File: config.mk
export PLATFORM = sky130hd
export DESIGN_NAME = alu_wide_seq_flat
export DESIGN_NICKNAME = d
export VERILOG_FILES = /design/src/rtl/alu_wide_pkg.sv /design/src/rtl/alu_wide_seq_if.sv /design/src/rtl/alu_wide_capture.sv /design/src/rtl/alu_wide_seq.sv /design/src/flat_wrapper.sv
export SDC_FILE = /design/constraint.sdc
export NUM_CORES = 1
export LEC_CHECK = 0
export CORE_MARGIN = 10
export CORE_UTILIZATION = 40
export DETAILED_ROUTE_END_ITERATION = 10
export PLACE_DENSITY = 0.71
export SLEW_MARGIN = 15
export SYNTH_ARGS = -nofsm -noshare
export SYNTH_HDL_FRONTEND = slang
export SYNTH_SLANG_ARGS = --single-unit
File: constraint.sdc
create_clock -name CLK -period 1.8 [get_ports CLK]
set_input_delay 0.36 -clock CLK [delete_from_list [all_inputs] [get_ports CLK]]
set_output_delay 0.36 -clock CLK [all_outputs]
set_load 0.1 [all_outputs]
File: src/rtl/alu_wide_pkg.sv
// Shared definitions for the two-pass 16-bit ALU sequencer: op codes, sequencer
// states and flag bit positions within the {Z,N,H,C} nibble.
package alu_wide_pkg;

  typedef enum logic [1:0] {
    ADD_HL_RR  = 2'b00,
    ADD_SP_E   = 2'b01,
    LD_HL_SP_E = 2'b10,
    OP_RSVD    = 2'b11
  } op_e;

  typedef enum logic [1:0] {
    IDLE = 2'b00,
    LO   = 2'b01,
    HI   = 2'b10,
    DONE = 2'b11
  } state_e;

  localparam int unsigned FLAG_Z = 3;
  localparam int unsigned FLAG_N = 2;
  localparam int unsigned FLAG_H = 1;
  localparam int unsigned FLAG_C = 0;

endpackage

File: src/rtl/alu_wide_seq_if.sv
// Link between the wide sequencer and the 8-bit ALU it drives and reads back.
interface alu_wide_seq_if;
  logic       alu_en;
  logic [7:0] alu_a;
  logic [7:0] alu_b;
  logic       alu_cin;
  logic [7:0] alu_res;
  logic       alu_cout;
  logic       alu_hout;

  modport master (
    output alu_en, alu_a, alu_b, alu_cin,
    input  alu_res, alu_cout, alu_hout
  );

  modport slave (
    input  alu_en, alu_a, alu_b, alu_cin,
    output alu_res, alu_cout, alu_hout
  );
endinterface

File: src/rtl/alu_wide_capture.sv
// Per-pass capture of the ALU sum, carry-out of bit 7 and carry-out of bit 3.
module alu_wide_capture (
  input  logic       clk,
  input  logic       rst_n,
  input  logic       load,
  input  logic [7:0] d_res,
  input  logic       d_cout,
  input  logic       d_hout,
  output logic [7:0] q_res,
  output logic       q_cout,
  output logic       q_hout
);

  always_ff @(posedge clk or negedge rst_n) begin
    if (!rst_n) begin
      q_res  <= '0;
      q_cout <= 1'b0;
      q_hout <= 1'b0;
    end else if (load) begin
      q_res  <= d_res;
      q_cout <= d_cout;
      q_hout <= d_hout;
    end
  end

endmodule

File: src/rtl/alu_wide_seq.sv
// Two-pass SM83 16-bit add sequencer (low byte, then high byte with carry).
// Define ALU_WIDE_SEQ_ABORT_EN to add the abort input.
module alu_wide_seq
  import alu_wide_pkg::*;
(
  input  logic           CLK,
  input  logic           nRESET,
  input  logic           start,
  input  logic [1:0]     op,
  input  logic [15:0]    opa,
  input  logic [15:0]    opb,
`ifdef ALU_WIDE_SEQ_ABORT_EN
  input  logic           abort,
`endif
  alu_wide_seq_if.master alu,
  output logic           busy,
  output logic           done,
  output logic [15:0]    result,
  output logic           dest_sp,
  output logic [3:0]     flags,
  output logic [3:0]     flags_we
);

  state_e      state_q, state_d;
  op_e         op_in, op_q;
  logic [15:0] opa_q;
  logic [7:0]  opb_lo_q, opb_hi_q;
  logic [15:0] result_q;
  logic        accept, abort_hit;
  logic [7:0]  res_lo, res_hi;
  logic        c_lo, h_lo, c_hi, h_hi;

  assign op_in  = op_e'(op);
  assign accept = (state_q == IDLE) && start && (op_in != OP_RSVD);

`ifdef ALU_WIDE_SEQ_ABORT_EN
  assign abort_hit = abort && ((state_q == LO) || (state_q == HI));
`else
  assign abort_hit = 1'b0;
`endif

  alu_wide_capture u_cap_lo (
    .clk    (CLK),
    .rst_n  (nRESET),
    .load   (state_q == LO),
    .d_res  (alu.alu_res),
    .d_cout (alu.alu_cout),
    .d_hout (alu.alu_hout),
    .q_res  (res_lo),
    .q_cout (c_lo),
    .q_hout (h_lo)
  );

  alu_wide_capture u_cap_hi (
    .clk    (CLK),
    .rst_n  (nRESET),
    .load   (state_q == HI),
    .d_res  (alu.alu_res),
    .d_cout (alu.alu_cout),
    .d_hout (alu.alu_hout),
    .q_res  (res_hi),
    .q_cout (c_hi),
    .q_hout (h_hi)
  );

  always_ff @(posedge CLK or negedge nRESET) begin
    if (!nRESET) begin
      state_q  <= IDLE;
      op_q     <= ADD_HL_RR;
      opa_q    <= '0;
      opb_lo_q <= '0;
      opb_hi_q <= '0;
      result_q <= '0;
    end else begin
      state_q <= state_d;
      if (accept) begin
        op_q     <= op_in;
        opa_q    <= opa;
        opb_lo_q <= opb[7:0];
        opb_hi_q <= (op_in == ADD_HL_RR) ? opb[15:8] : {8{opb[7]}};
      end
      // Captures are overwritten by the next op's passes, so the visible
      // result is frozen here; an aborted op never reaches DONE.
      if (state_q == DONE)
        result_q <= {res_hi, res_lo};
    end
  end

  always_comb begin
    state_d = state_q;
    unique case (state_q)
      IDLE:    if (accept) state_d = LO;
      LO:      state_d = abort_hit ? IDLE : HI;
      HI:      state_d = abort_hit ? IDLE : DONE;
      DONE:    state_d = IDLE;
      default: state_d = IDLE;
    endcase
  end

  always_comb begin
    busy        = (state_q != IDLE);
    alu.alu_en  = 1'b0;
    alu.alu_a   = '0;
    alu.alu_b   = '0;
    alu.alu_cin = 1'b0;
    done        = 1'b0;
    result      = result_q;
    dest_sp     = busy && (op_q == ADD_SP_E);
    flags       = '0;
    flags_we    = '0;
    unique case (state_q)
      LO: begin
        alu.alu_en = 1'b1;
        alu.alu_a  = opa_q[7:0];
        alu.alu_b  = opb_lo_q;
      end
      HI: begin
        alu.alu_en  = 1'b1;
        alu.alu_a   = opa_q[15:8];
        alu.alu_b   = opb_hi_q;
        alu.alu_cin = c_lo;
      end
      DONE: begin
        done   = 1'b1;
        result = {res_hi, res_lo};
        if (op_q == ADD_HL_RR) begin
          flags_we       = 4'b0111;
          flags[FLAG_H]  = h_hi;
          flags[FLAG_C]  = c_hi;
        end else begin
          flags_we       = 4'b1111;
          flags[FLAG_H]  = h_lo;
          flags[FLAG_C]  = c_lo;
        end
      end
      default: ;
    endcase
  end

endmodule

File: src/flat_wrapper.sv
// flat-port wrapper written by rule: the top's interface ports become plain ports
module alu_wide_seq_flat import alu_wide_pkg::*;
  (CLK, nRESET, start, op, opa, opb, busy, done, result, dest_sp, flags, flags_we, alu_alu_en, alu_alu_a, alu_alu_b, alu_alu_cin, alu_alu_res, alu_alu_cout, alu_alu_hout);
  alu_wide_seq_if alu_i ();
  input  logic CLK;
  input  logic nRESET;
  input  logic start;
  input  logic [1:0] op;
  input  logic [15:0] opa;
  input  logic [15:0] opb;
  output logic busy;
  output logic done;
  output logic [15:0] result;
  output logic dest_sp;
  output logic [3:0] flags;
  output logic [3:0] flags_we;
  output wire logic [$bits(alu_i.alu_en)-1:0] alu_alu_en;
  output wire logic [$bits(alu_i.alu_a)-1:0] alu_alu_a;
  output wire logic [$bits(alu_i.alu_b)-1:0] alu_alu_b;
  output wire logic [$bits(alu_i.alu_cin)-1:0] alu_alu_cin;
  input wire logic [$bits(alu_i.alu_res)-1:0] alu_alu_res;
  input wire logic [$bits(alu_i.alu_cout)-1:0] alu_alu_cout;
  input wire logic [$bits(alu_i.alu_hout)-1:0] alu_alu_hout;
  assign alu_alu_en = alu_i.alu_en;
  assign alu_alu_a = alu_i.alu_a;
  assign alu_alu_b = alu_i.alu_b;
  assign alu_alu_cin = alu_i.alu_cin;
  assign alu_i.alu_res = alu_alu_res;
  assign alu_i.alu_cout = alu_alu_cout;
  assign alu_i.alu_hout = alu_alu_hout;
  alu_wide_seq u_core (.CLK(CLK), .nRESET(nRESET), .start(start), .op(op), .opa(opa), .opb(opb), .alu(alu_i), .busy(busy), .done(done), .result(result), .dest_sp(dest_sp), .flags(flags), .flags_we(flags_we));
endmodule
==> impl_metrics.tcl <==
set metrics [dict create \
    dp_hpwl_mm 6.093 \
    die_h_um 111.6 \
    worstPathCellList "buf_6, ha_4, buf_12, mux2_4, buf_12" \
    skew_ns 0.007047 \
    ant_nets 0 \
    cp_top_family "buffers and inverters" \
    setup_ws_ns -0.3099 \
    maxCapViolations 0 \
    maxSlewViolCount 0 \
    grt_max_degree 44 \
    syn_area_mm2 0.003357 \
    worst-path-buf-inv 3 \
    critPathArrivalTime_ns 1.75 \
    cts_tree "built" \
    wl_mm 8.578 \
    placed_cells 429 \
    fp-row-count 33 \
    port_buffers 89 \
    status "finished, violations left" \
    finalHoldViolCount 0 \
    drc 0 \
    crit_type "reg2out" \
    grt-ovfl-total 0 \
    ys_seq_area_frac 0.5367 \
    antenna_found_initial 0 \
    clock_path_buffers 2 \
    final_cells 465 \
    viasPerCell 4.985 \
    cts.clk_slew.worst_paths_ns 0.07 \
    slowest_delay_ns 0.45 \
    end_kind "primary output" \
    synth_common_cells "dfrtp_1 (72), mux2_4 (30), mux2_2 (21)" \
    violations "setup timing" \
    pre_cts_slack_ns -0.05774 \
    worst_path_max_delay_cell "dfrtp_2" \
    synthCells 239 \
    drt_iter0_markers 47 \
    die_w_um 111.6 \
    cts-buffers-inserted 9 \
    grt_pass1_wl_mm 14.28 \
    yosysUniqueCellTypes 26 \
    ys_top_cells_by_area "dfrtp_1 (54%), mux2_4 (13%), mux2_2 (7.0%)" \
    fmax_mhz 473.9 \
    gp_congestion 0.7297 \
    setup_violations 42 \
    cts.sinks 72 \
    synth_ff_type "dfrtp_1" \
    clock_latency_ns 0.34 \
    worstSetupStartpointType "flop" \
    synth_warnings 0 \
    ctsHtreeMaxLevel 3 \
    crit_top_cell "buf_12" \
    io-pin-count 92 \
    synth_top_area_cell "dfrtp_1" \
    crit_fanout 7 \
    min_path_type "in2async" \
    synth_edf_count 0 \
    fillers 560 \
    drive_gt1_frac 0.5583 \
    synth_top_area_frac 0.5367 \
    grt_pass1_vias 2662 \
    initial_core_util 0.4106 \
    syn2layout_area_growth_pct 70.03 \
    fp.dieArea_mm2 0.01246 \
    cts-root-buf "clkbuf_8" \
    rsz0062_at_grt "yes" \
    wl_per_cell_um 18.45 \
    vias 2318 \
    grt_usage 0.1403 \
    firstDrtPassIters 5 \
    synth.most_common_cell "dfrtp_1" \
    async_flop_share 1.000 \
    core-area_mm2 0.008175 \
    post-route-period-util 1.172 \
    syn_area_per_cell_um2 14.05 \
    antennaDiodeCount 0 \
    required_ns 1.44 \
    finalSetupTns_ns -9.958 \
    fin_nets 408 \
    period_needed_ns 2.110 \
    synth-seq-cells 72 \
]
==> metal layers <==
layer | GRT usage | share of wire | wire [µm] | up-vias
li1 | - | - | - | 1061
met1 | 0.1643 | 0.41 | 3537 | 1161
met2 | 0.2282 | 0.49 | 4205 | 88
met3 | 0.06119 | 0.086 | 740 | 8
met4 | 0.04027 | 0.011 | 94 | 0
met5 | 0 | 0 | 0 | -
==> layout make-up <==
cell class	count	area (µm²)	share of cell area
multi-input combinational	138	1762	0.3086
tap	105	131.4	0.02302
timing repair buffer	123	1733	0.3036
inverter	11	46.29	0.008110
clock buffer	12	155.1	0.02718
clock inverter	4	76.32	0.01337
sequential	72	1804	0.3161
==> worst reg2reg max path, cell delays in order (launching register included) <==
cell and delay, ns:
dfrtp_2 0.47, inv_4 0.12, ha_4 0.17, buf_4 0.13, nand3_4 0.08, buf_12 0.18, mux2_4 0.31
==> final timing paths <==
kind | startpoint | to | slack (ns) | depth (start not counted)
max | u_core.state_q[1] | result[11] | -0.31 | 5
min | nRESET | u_core.result_q[7] | 0.37 | 2
max reg2reg | u_core.state_q[0] | u_core.opb_hi_q[5] | 0.24 | 6
min reg2reg | u_core.u_cap_lo.q_res[3] | u_core.u_cap_lo.q_res[3] | 0.49 | 1
max in group asynchronous | nRESET | u_core.opb_hi_q[4] | 0.92 | 3
min in group CLK | u_core.u_cap_lo.q_res[3] | u_core.u_cap_lo.q_res[3] | 0.49 | 1
==> flip-flops by register name (all words and copies together) (netlist names), 2 cells and up <==
signal and cells:
u_core.op_q 2, u_core.opb_lo_q 8, u_core.u_cap_lo.q_res 8, u_core.u_cap_hi.q_res 8, u_core.state_q 2, u_core.result_q 16
u_core.opb_hi_q 8, u_core.opa_q 16
==> stage by stage <==
| step | hold slack [ns] | instance area [µm²] | utilization |
|---|---|---|---|
| after floorplan | 0.06441 | 3623 | - |
| after global placement | 0.1812 | 5071 | 0.6203 |
| after detailed placement | 0.1833 | 5071 | 0.6203 |
| after CTS | 0.3639 | 5672 | 0.6938 |
| after global routing | 0.3776 | 5708 | 0.6982 |
| final | 0.3660 | 5708 | 0.6982 |
==> cell usage in the layout (no fill, tap or decap), types with 2 or more instances in the layout <==
cell / instances
o22a_1: 2
o31ai_1: 8
bufinv_16: 2
mux2_4: 46
mux2_1: 11
a21boi_4: 2
conb_1: 2
nand2_1: 3
nor2_1: 3
buf_16: 2
dfrtp_1: 70
clkbuf_8: 11
a22oi_2: 16
ha_4: 5
inv_4: 2
inv_1: 9
buf_12: 49
dfrtp_2: 2
buf_8: 3
nor2b_4: 17
clkdlybuf4s50_1: 45
buf_6: 5
o21ai_0: 2
mux2_2: 12
buf_4: 18
==> logic make-up (layout without fill, tap and decap cells) <==
family,Yosys count,in the layout,share of synthesized area
DFF,72,72,0.5367
muxes,70,70,0.2680
AOI/OAI and AO/OA,32,32,0.07156
buffers and inverters,30,150,0.04957
and+or+nand+nor,28,28,0.05069
adders and majority gates,6,6,0.02236
other,1,2,0.001117
==> what timing repair did <==
action | in CTS | in global routing
hold buffers | 1 | 0
cloned | 2 | 0
gates resized for setup | 39 | 7
setup endpoints to repair | 42 | 42
pin swaps | 8 | 4
endpoints found under the hold margin | 5 | 0
buffers inserted | 16 | 3
Power is left out: the tool's default activity adds up to more than one toggle a clock period on the data nets, which glitch-free logic cannot reach.
==> RTL change (config.mk and constraints unchanged) <==
Re-encode `state_e` (4 states) as Gray code, 2 bits wide.
--- a/src/rtl/alu_wide_pkg.sv
+++ b/src/rtl/alu_wide_pkg.sv
@@ -14,4 +14,4 @@
     LO   = 2'b01,
-    HI   = 2'b10,
-    DONE = 2'b11
+    HI   = 2'b11,
+    DONE = 2'b10
   } state_e;
Behaviour: same outputs for any inputs over 10 cycles, from zero or initial values and one cycle with nRESET low; not proved beyond that.
==> RTL change against the original RTL <==
The flow still finishes with violations (negative setup slack). Clock skew about the same. First-iteration DRC count fell by 13%. Synthesized cell count up 10%. Die area decreased by 3.1%. Critical path depth down 1. Design area down 5.2%. Sequential cell count unchanged. Critical path type unchanged. Worst hold slack better by 0.14 ns. Routed wire length is 1.1% higher. Synthesized area down 3.7%. Via count up 1.4%. Worst setup slack improved by 0.24 ns.
Power is not shown: default switching activity piles up to over one toggle a cycle in this logic, so the estimate is an artifact.
==> RTL change: results (changes against the original RTL) <==
status: complete, but fails checks
failing checks: negative setup slack
Die ar.: 12070 um^2 (-3.1%)
worst setup margin: -0.07358 ns (+0.2364 ns)
Placer Congestion: 0.7834 (+7.4%)
met3 WL post-DR: 936 um (+26%)
sequential share of the synthesized area: 55.75% (+2.1 points)
ranking of synthesized cells by area: dfrtp_1, mux2_4, mux2_2
flop-to-flop setup slack: 0.15 ns (-0.09 ns)
multi-input combinational area share: 30.97% (+0.10 points)
worst r2r dst: u_core.opa_q[4]
# clk buffers: 10 (-2)
WL met2: 4141 um (-1.5%)
pre-CTS setup slack: -0.06157 ns (-0.003834 ns)
crit-path max FO: 11 (+4)
Via density: 4.939 (-0.92%)
Fin Setup TNS: -1.703 ns (+8.255 ns)
# setup viols final: 35 (-17%)
wire length on met1: 3523 um (-0.40%)
met1 Usage GRT: 17.46% (+1.0 points)
wire per inst: 18.22 um (-1.3%)
DRT iter0 DRCs: 41 (-13%)
# fillers: 557 (-0.54%)
first-pass GRT wire length: 13740 um (-3.8%)
placed cells: 454 (+5.8%)
post_cts resized: 16 (-59%)
post-synthesis cell type count: 25 (-3.8%)
GR Util met3: 7.724% (+1.6 points)
non-filler cells, final: 476 (+2.4%)
worst r2r src: u_core.state_q[1]
largest net degree at the start of global routing: 42 (-4.5%)
Avg Cell Area, Syn: 12.24 um^2 (-13%)
WHS: 0.5015 ns (+0.1355 ns)
buffers outside the clock class: 113 (-8.1%)
P&R area growth vs syn: 67.52%
NumNets Final: 418 (+2.5%)
most frequent cells after synthesis: dfrtp_1, nand2_1, mux2_2
sequential cell area share: 33.30% (+1.7 points)
inverters: 3 (-8)
[RTL change: changes by cell type in the layout (fill, tap and decap cells not counted), sizes merged, moves of 2 or more]
| cell | delta |
|---|---|
| inv | -9 |
| nor2 | +2 |
| mux2i | +15 |
| o31ai | -8 |
| clkinv | +2 |
| a41oi | +8 |
| mux2 | -23 |
| a21oi | +9 |
| ha | -6 |
| buf | -12 |
| a22oi | -16 |
| o22a | -2 |
| nand2 | +56 |
[RTL change: kinds of logic after synthesis]
logic type,synth area share [%]
buf+inv,3.949
flops,55.75
other cells,0.1160
simple gates,12.12
mux,23.31
compound gates,4.762
[RTL change: worst max-delay path by stage]
stage | from | end
after floorplan | u_core.state_q[0] | dest_sp
after global placement | u_core.state_q[1] | result[9]
after detailed placement | u_core.state_q[1] | result[12]
after CTS | u_core.state_q[1] | alu_alu_b[6]
final | u_core.state_q[1] | alu_alu_a[7]
after global routing | u_core.state_q[1] | alu_alu_a[2]
